$ cat config.mk
export PLATFORM = sky130hd
export DESIGN_NAME = sipo_deser
export DESIGN_NICKNAME = d
export VERILOG_FILES = /design/src/rtl/sipo_deser.sv
export SDC_FILE = /design/constraint.sdc
export NUM_CORES = 1
export LEC_CHECK = 0
export ABC_AREA = 1
export CAP_MARGIN = 20
export CORE_MARGIN = 5
export CORE_UTILIZATION = 33
export CTS_CLUSTER_SIZE = 30
export DETAILED_ROUTE_END_ITERATION = 8
export GPL_ROUTABILITY_DRIVEN = 0
export PLACE_DENSITY = 0.67
export SLEW_MARGIN = 0
export SYNTH_ARGS = -nofsm -noshare
export SYNTH_HDL_FRONTEND = slang
export SYNTH_SLANG_ARGS = --single-unit
$ cat constraint.sdc
create_clock -name clk -period 1.32 [get_ports clk]
set_input_delay 0.264 -clock clk [delete_from_list [all_inputs] [get_ports clk]]
set_output_delay 0.264 -clock clk [all_outputs]
set_load 0.05 [all_outputs]
$ cat src/rtl/sipo_deser.sv
// sipo_deser: serial-in / parallel-out deserializer feeding the PIPO stage.
// Assembles WIDTH serial bits into a word, hands it over through a one-word
// output slot with valid/ready, and backpressures the serial source while a
// finished word waits for the slot.
// Build option: define SIPO_PARITY_EN to append one even-parity bit per word
// and report mismatches on parity_err (tied 0 when undefined).
module sipo_deser #(
    parameter int WIDTH     = 4,
    parameter int MSB_FIRST = 1
) (
    input  logic                          clk,
    input  logic                          rst,
    input  logic                          clr,
    input  logic                          sin,
    input  logic                          sin_valid,
    output logic                          sin_ready,
    output logic [WIDTH-1:0]              dout,
    output logic                          dout_valid,
    input  logic                          dout_ready,
    output logic                          parity_err,
    output logic [$clog2(WIDTH+2)-1:0]    bit_cnt
);

    localparam int CW = $clog2(WIDTH+2);

    typedef enum logic [1:0] {
        ST_SHIFT = 2'd0,
`ifdef SIPO_PARITY_EN
        ST_PAR   = 2'd1,
`endif
        ST_HOLD  = 2'd2
    } state_e;

    state_e             state_q;
    logic [WIDTH-1:0]   sr_q;
    logic [WIDTH-1:0]   sr_d;
    logic [CW-1:0]      cnt_q;
    logic [WIDTH-1:0]   dout_q;
    logic               dout_valid_q;
    logic               accept;
    logic               last_data;
`ifdef SIPO_PARITY_EN
    logic               par_q;
    logic               perr_q;
`endif

    // Ready depends only on state and reset, never on sin_valid.
    assign sin_ready  = rst & (state_q != ST_HOLD);
    assign accept     = sin_valid & sin_ready & ~clr;
    assign last_data  = (cnt_q == CW'(WIDTH-1));

    assign dout       = dout_q;
    assign dout_valid = dout_valid_q;
    assign bit_cnt    = cnt_q;
`ifdef SIPO_PARITY_EN
    assign parity_err = perr_q;
`else
    assign parity_err = 1'b0;
`endif

    // Next shift-register value for an accepted bit, in the configured order.
    always_comb begin
        sr_d = sr_q;
        if (MSB_FIRST != 0) begin
            sr_d = {sr_q[WIDTH-2:0], sin};
        end else begin
            sr_d = {sin, sr_q[WIDTH-1:1]};
        end
    end

    // Collection FSM plus the registered output slot.
    always_ff @(posedge clk) begin
        if (!rst) begin
            state_q      <= ST_SHIFT;
            sr_q         <= '0;
            cnt_q        <= '0;
            dout_q       <= '0;
            dout_valid_q <= 1'b0;
`ifdef SIPO_PARITY_EN
            par_q        <= 1'b0;
            perr_q       <= 1'b0;
`endif
        end else begin
            // A consumer handshake frees the slot; a HOLD reload below wins.
            if (dout_ready) begin
                dout_valid_q <= 1'b0;
            end

            if (clr) begin
                // Flush the partial/held word; the output slot is untouched.
                state_q <= ST_SHIFT;
                sr_q    <= '0;
                cnt_q   <= '0;
            end else begin
                case (state_q)
                    ST_SHIFT: begin
                        if (accept) begin
                            sr_q  <= sr_d;
                            cnt_q <= cnt_q + CW'(1);
                            if (last_data) begin
`ifdef SIPO_PARITY_EN
                                state_q <= ST_PAR;
`else
                                state_q <= ST_HOLD;
`endif
                            end
                        end
                    end
`ifdef SIPO_PARITY_EN
                    ST_PAR: begin
                        if (accept) begin
                            par_q   <= sin;
                            cnt_q   <= cnt_q + CW'(1);
                            state_q <= ST_HOLD;
                        end
                    end
`endif
                    ST_HOLD: begin
                        // Load when the slot is empty or being drained this edge.
                        if (!dout_valid_q || dout_ready) begin
                            dout_q       <= sr_q;
                            dout_valid_q <= 1'b1;
`ifdef SIPO_PARITY_EN
                            perr_q       <= (^sr_q) ^ par_q;
`endif
                            cnt_q        <= '0;
                            state_q      <= ST_SHIFT;
                        end
                    end
                    default: begin
                        state_q <= ST_SHIFT;
                        cnt_q   <= '0;
                    end
                endcase
            end
        end
    end

`ifdef SIPO_PARITY_EN
    localparam int NBITS = WIDTH + 1;
`else
    localparam int NBITS = WIDTH;
`endif

    // Counter never runs past the word length.
    a_cnt_bound: assert property (@(posedge clk) disable iff (!rst)
        cnt_q <= CW'(NBITS));

    // Source is never told ready while held in reset.
    a_rdy_rst: assert property (@(posedge clk) !rst |-> !sin_ready);

endmodule

==> results_dict.tcl, run 1 <==
set metrics [dict create \
    run_status "finished clean" \
    die_area_sq_um 2720 \
    layout-drive-gt1-share_pct 31.3 \
    netlist_instances 74 \
    min_path_type "in2reg" \
    period_needed_ps 1250 \
    syn_area_per_cell_sq_um 7.93 \
    cp_max_fo 6 \
    synth_top_area_share_pct 44.3 \
    place_hpwl_um 982 \
    via_per_inst 4.33 \
    path_clk_slew_ps 80 \
    async_reset_ff_share_pct 0 \
    drc_errors 0 \
    synth_seq_cells 13 \
    cts_tree "built" \
    rr_worst_depth 5 \
    skew_ps 3.42 \
    path_cells "nor2_2 -> buf_12" \
    power_mw 0.743 \
    clockRootBuffer "clkbuf_4" \
    yosys.area.top_type "dfxtp_1" \
    rsz0062_at_grt "false" \
    num_rows 15 \
    ctsHtreeMaxLevel 1 \
    antenna_found_initial 0 \
    synth_common_cells "dfxtp_1, nand2_1, a21oi_1" \
    yosys-top-cells-area "dfxtp_1, a21oi_1, nand2_1" \
    final_util_pct 53.0 \
    antenna_cells 0 \
    cts_buffer_depth 2 \
    cts_sinks 13 \
    mappedNetlistNets 82 \
    holdPathStages 3 \
    yosysSeqAreaShare_pct 44.3 \
    synthesis.area_sq_um 587 \
    wl_per_cell_um 9.81 \
    worstPathArrival_ps 990 \
    drtAntennaViolNets 0 \
    critPathTopFamily "flip-flops" \
    port_buffers 14 \
    power.density_nw_per_um2 820 \
    clock_power_share_pct 32.4 \
    die_w_um 52.2 \
    slowest_stage "dfxtp_1" \
    pin_count 16 \
    drtIter0Drc 1 \
    crit_required_ps 1060 \
    maxSlewViolCount 0 \
    overflow 0 \
    cpPeakStageDelay_ps 380 \
    initial_utilization_pct 34.4 \
    dpl_worst_slack_ps -235 \
    path_class "reg2out" \
    die_height_um 52.2 \
    drt_pass1_iterations 2 \
    cts_setup_buffers 0 \
    netSwitchingFraction_pct 24.7 \
    final_hold_viol_count 0 \
    pwr-share-comb_pct 13.3 \
    wl_um 1190 \
    max_freq_mhz 800 \
    ys_types 21 \
    min_from "rst" \
    timing.final.ws_setup_ps 69.7 \
    synth_top_flop_cell "dfxtp_1" \
    core-area_sq_um 1710 \
    grt_max_degree 10 \
    yosysMostFrequentCell "dfxtp_1" \
    nets 105 \
    grt_pass1_vias 557 \
    final_cells 121 \
    grt.total_usage_pct 10.5 \
    vias 524 \
    path_depth 2 \
    critPathBufInv 1 \
    r2r-start "bit_cnt[0]" \
    numCtsBuffers 3 \
    drv_cap 0 \
    power_leakage_nw 0.392 \
    ir_drop_v 0.000400 \
    startpoint_type "register" \
    yosys_warnings 0 \
    placed_cells 117 \
    critPathLaunch "state_q[1]" \
    timing.final.crit_share_pct 94.7 \
    area_growth_pct 54.4 \
    grt_pass1_wl_um 2110 \
    power.switching_mw 0.183 \
    seqPwrFrac_pct 54.3 \
    internal_power_mw 0.560 \
    synth-edff-count 0 \
    clock_latency_ps 270 \
    critPathCaptureType "primary output" \
    holdWs_ps 433 \
    setup_violations 0 \
]
==> placed cells by master (no fill, tap or decap) <==
cell,n
clkbuf_4,3
buf_12,9
nand3b_1,2
conb_1,1
buf_4,5
or2_2,1
ha_1,2
nor2_1,7
clkinv_1,1
clkbuf_1,1
nand2_1,12
dlygate4sd2_1,1
o21ai_1,4
o21ai_0,1
nor2_2,2
a21oi_2,1
a21oi_1,9
dfxtp_1,13
inv_1,6
nor2_8,1
o21ai_2,2
inv_2,3
nand2_2,2
nor2_4,1
nand3_1,2
clkdlybuf4s50_1,4
==> per-stage QoR <==
| step | setup TNS, ps | area, sq um |
|---|---|---|
| after detailed placement | -1160 | 878 |
| after global placement | -974 | 878 |
| after CTS | 0 | 906 |
| after global routing | 0 | 906 |
| after floorplan | 0 | 587 |
| final | 0 | 906 |
==> path summary, 6_finish.rpt <==
kind / end / slack, ps
max reg2reg: bit_cnt[2] / 230
min reg2reg: sr_q[2] / 480
min: dout[1] / 430
max: sin_ready / 70
==> metal layers <==
layer | vias to the layer above | wire length (um) | GRT usage, %
met5 | - | 0 | 0
met4 | 0 | 0 | 5.11
met2 | 13 | 619 | 18.0
met1 | 232 | 498 | 10.8
li1 | 279 | - | -
met3 | 0 | 69 | 4.56
==> registers in the layout, summed over array words and instances (netlist names) <==
| name | count |
|---|---|
| dout | 4 |
| sr_q | 4 |
| bit_cnt | 3 |
| dout_valid | 1 |
| state_q | 1 |
==> worst min-delay path, cell delays in order <==
cell and delay, ps:
dlygate4sd2_1 290, nand2_1 80, nor2_1 30
==> layout make-up <==
| type | instances | area [sq um] |
|---|---|---|
| fill | 172 | 802 |
| multi-input combinational | 50 | 284 |
| timing repair buffer | 19 | 267 |
| sequential | 13 | 260 |
| inverter | 10 | 37.5 |
| tap | 25 | 31.3 |
| clock buffer | 4 | 26.3 |
==> power by group through the flow <==
| stage | registers [mW] | logic [mW] | clock network (mW) |
|---|---|---|---|
| 2_1_floorplan | 0.419 | 0.0459 | 0 |
| 3_3_place_gp | 0.413 | 0.0989 | 0 |
| 3_5_place_dp | 0.413 | 0.100 | 0 |
| 4_1_cts | 0.404 | 0.100 | 0.256 |
| 5_1_grt | 0.405 | 0.108 | 0.278 |
| 6_report | 0.404 | 0.0988 | 0.240 |
==> timing repair <==
| item | in CTS | in global routing |
|---|---|---|
| resized for setup | 2 | 0 |
| endpoints found under the setup margin | 1 | 0 |
| hold buffers | 0 | 0 |
==> cells by family after synthesis <==
family	Yosys count	share of synthesized area [%]
fa+ha+maj	2	4.26
simple gates	30	26.7
other cells	1	0.639
buf+inv	11	7.68
flops	13	44.3
compound gates	17	16.4
Power figures use the tool's default switching activity.
==> inputs of run 2 (changes only) <==
--- a/config.mk
+++ b/config.mk
@@ -12,8 +12,7 @@
 export CTS_CLUSTER_SIZE = 30
 export DETAILED_ROUTE_END_ITERATION = 8
 export GPL_ROUTABILITY_DRIVEN = 0
-export PLACE_DENSITY = 0.67
-export SLEW_MARGIN = 0
+export PLACE_DENSITY = 0.57
 export SYNTH_ARGS = -nofsm -noshare
 export SYNTH_HDL_FRONTEND = slang
 export SYNTH_SLANG_ARGS = --single-unit
==> results_dict.tcl, run 2 (synthesized netlist as in run 1, its figures left out) <==
set metrics [dict create \
    run_status "finished clean" \
    most-common-layout-cells "dfxtp_1, nand2_1, a21oi_1, buf_12, buf_4" \
    dpl_cell_area_sq_um 908 \
    regArea_sq_um 260 \
    crit_required_ps 1060 \
    rsz0062_at_grt "false" \
    area_growth_pct 59.7 \
    cts_sinks 13 \
    final_util_pct 54.9 \
    path_clk_slew_ps 90 \
    core-area_sq_um 1710 \
    place_hpwl_um 975 \
    grt.total_usage_pct 10.6 \
    layout_commonest_cell "dfxtp_1" \
    antenna_found_initial 0 \
    cts_buffer_depth 2 \
    multiInputGateArea_sq_um 284 \
    drt_pass1_iterations 2 \
    port_buffers 14 \
    stdcell_area_sq_um 937 \
    ir_drop_v 0.000428 \
    antenna_cells 0 \
    vias 545 \
    placed_cells 121 \
    pin_count 16 \
    worstPathArrival_ps 980 \
    wl_um 1200 \
    die_area_sq_um 2720 \
    drv_cap 0 \
    final_cells 125 \
    clock_latency_ps 280 \
    period_needed_ps 1240 \
    die_w_um 52.2 \
    critPathCaptureType "primary output" \
    die_height_um 52.2 \
    initial_utilization_pct 34.4 \
    via_per_inst 4.36 \
    drtAntennaViolNets 0 \
    overflow 0 \
    nets 109 \
    ctsHtreeMaxLevel 1 \
    grt_max_degree 10 \
    drtIter0Drc 3 \
    timing.final.crit_share_pct 94.3 \
    num-fill-cells 153 \
    grt_pass1_vias 520 \
    skew_ps 5.17 \
    setup_violations 0 \
    grt_pass1_wl_um 2070 \
    power.density_nw_per_um2 814 \
    holdWs_ps 426 \
    power_mw 0.763 \
    num_rows 15 \
    numCtsBuffers 3 \
    drc_errors 0 \
    maxSlewViolCount 0 \
    max_freq_mhz 803 \
    power_leakage_nw 0.415 \
    cp_max_fo 6 \
    min_path_type "in2reg" \
    path_class "reg2out" \
    wl_per_cell_um 9.62 \
    cts-hold-fix-buffers 0 \
    final_hold_viol_count 0 \
    layout-drive-gt1-share_pct 35.0 \
    clockRootBuffer "clkbuf_4" \
    cts_tree "built" \
    startpoint_type "register" \
]
## run 2: changes by cell type in the layout (fill, tap and decap cells not counted), sizes merged
cell / change
buf: +4
clkbuf: -1
clkinv: +1
## run 2: layout make-up
type	count	share of cell area, %
timing repair buffer	23	31.6
multi-input combinational	50	30.3
sequential	13	27.8
inverter	10	4.01
tap	25	3.34
clock buffer	3	2.40
clock inverter	1	0.534
## run 2: power by group
group	leakage, nW	switching (mW)	internal [mW]
clock	0.0177	0.139	0.112
combinational	0.292	0.0564	0.0517
sequential	0.105	0.00553	0.398
## run 2: per-layer routing
metal / wire length, um / part of all wire, % / global-route usage (%)
met5: 0 / 0 / 0
met4: 27 / 2.2 / 7.66
met3: 80 / 6.7 / 4.27
met2: 576 / 48 / 16.3
met1: 517 / 43 / 11.7
## run 2: worst max-delay path: stages (launching register included)
cell     delay [ps]
dfxtp_1         380
nor2_2          180
buf_12          150
## run 2: worst paths after layout
| check | cells after the start | from | to | slack [ps] |
|---|---|---|---|---|
| max reg2reg | 5 | bit_cnt[0] | bit_cnt[2] | 230 |
| min | 3 | rst | dout[2] | 430 |
| min reg2reg | 2 | sr_q[2] | sr_q[3] | 490 |
| max | 2 | state_q[1] | sin_ready | 80 |
## run 2: metrics by stage
| stage | setup WS, ps | TNS [ps] |
|---|---|---|
| 2_1_floorplan | 35.0 | 0 |
| 3_3_place_gp | -197 | -1140 |
| 3_5_place_dp | -221 | -1340 |
| 4_1_cts | 59.0 | 0 |
| 5_1_grt | 25.2 | 0 |
| 6_report | 75.3 | 0 |
## run 2: what timing repair did
| action | in CTS | in global routing |
|---|---|---|
| setup endpoints to repair | 1 | 0 |
| setup buffers | 0 | 0 |
| gates resized for setup | 2 | 0 |
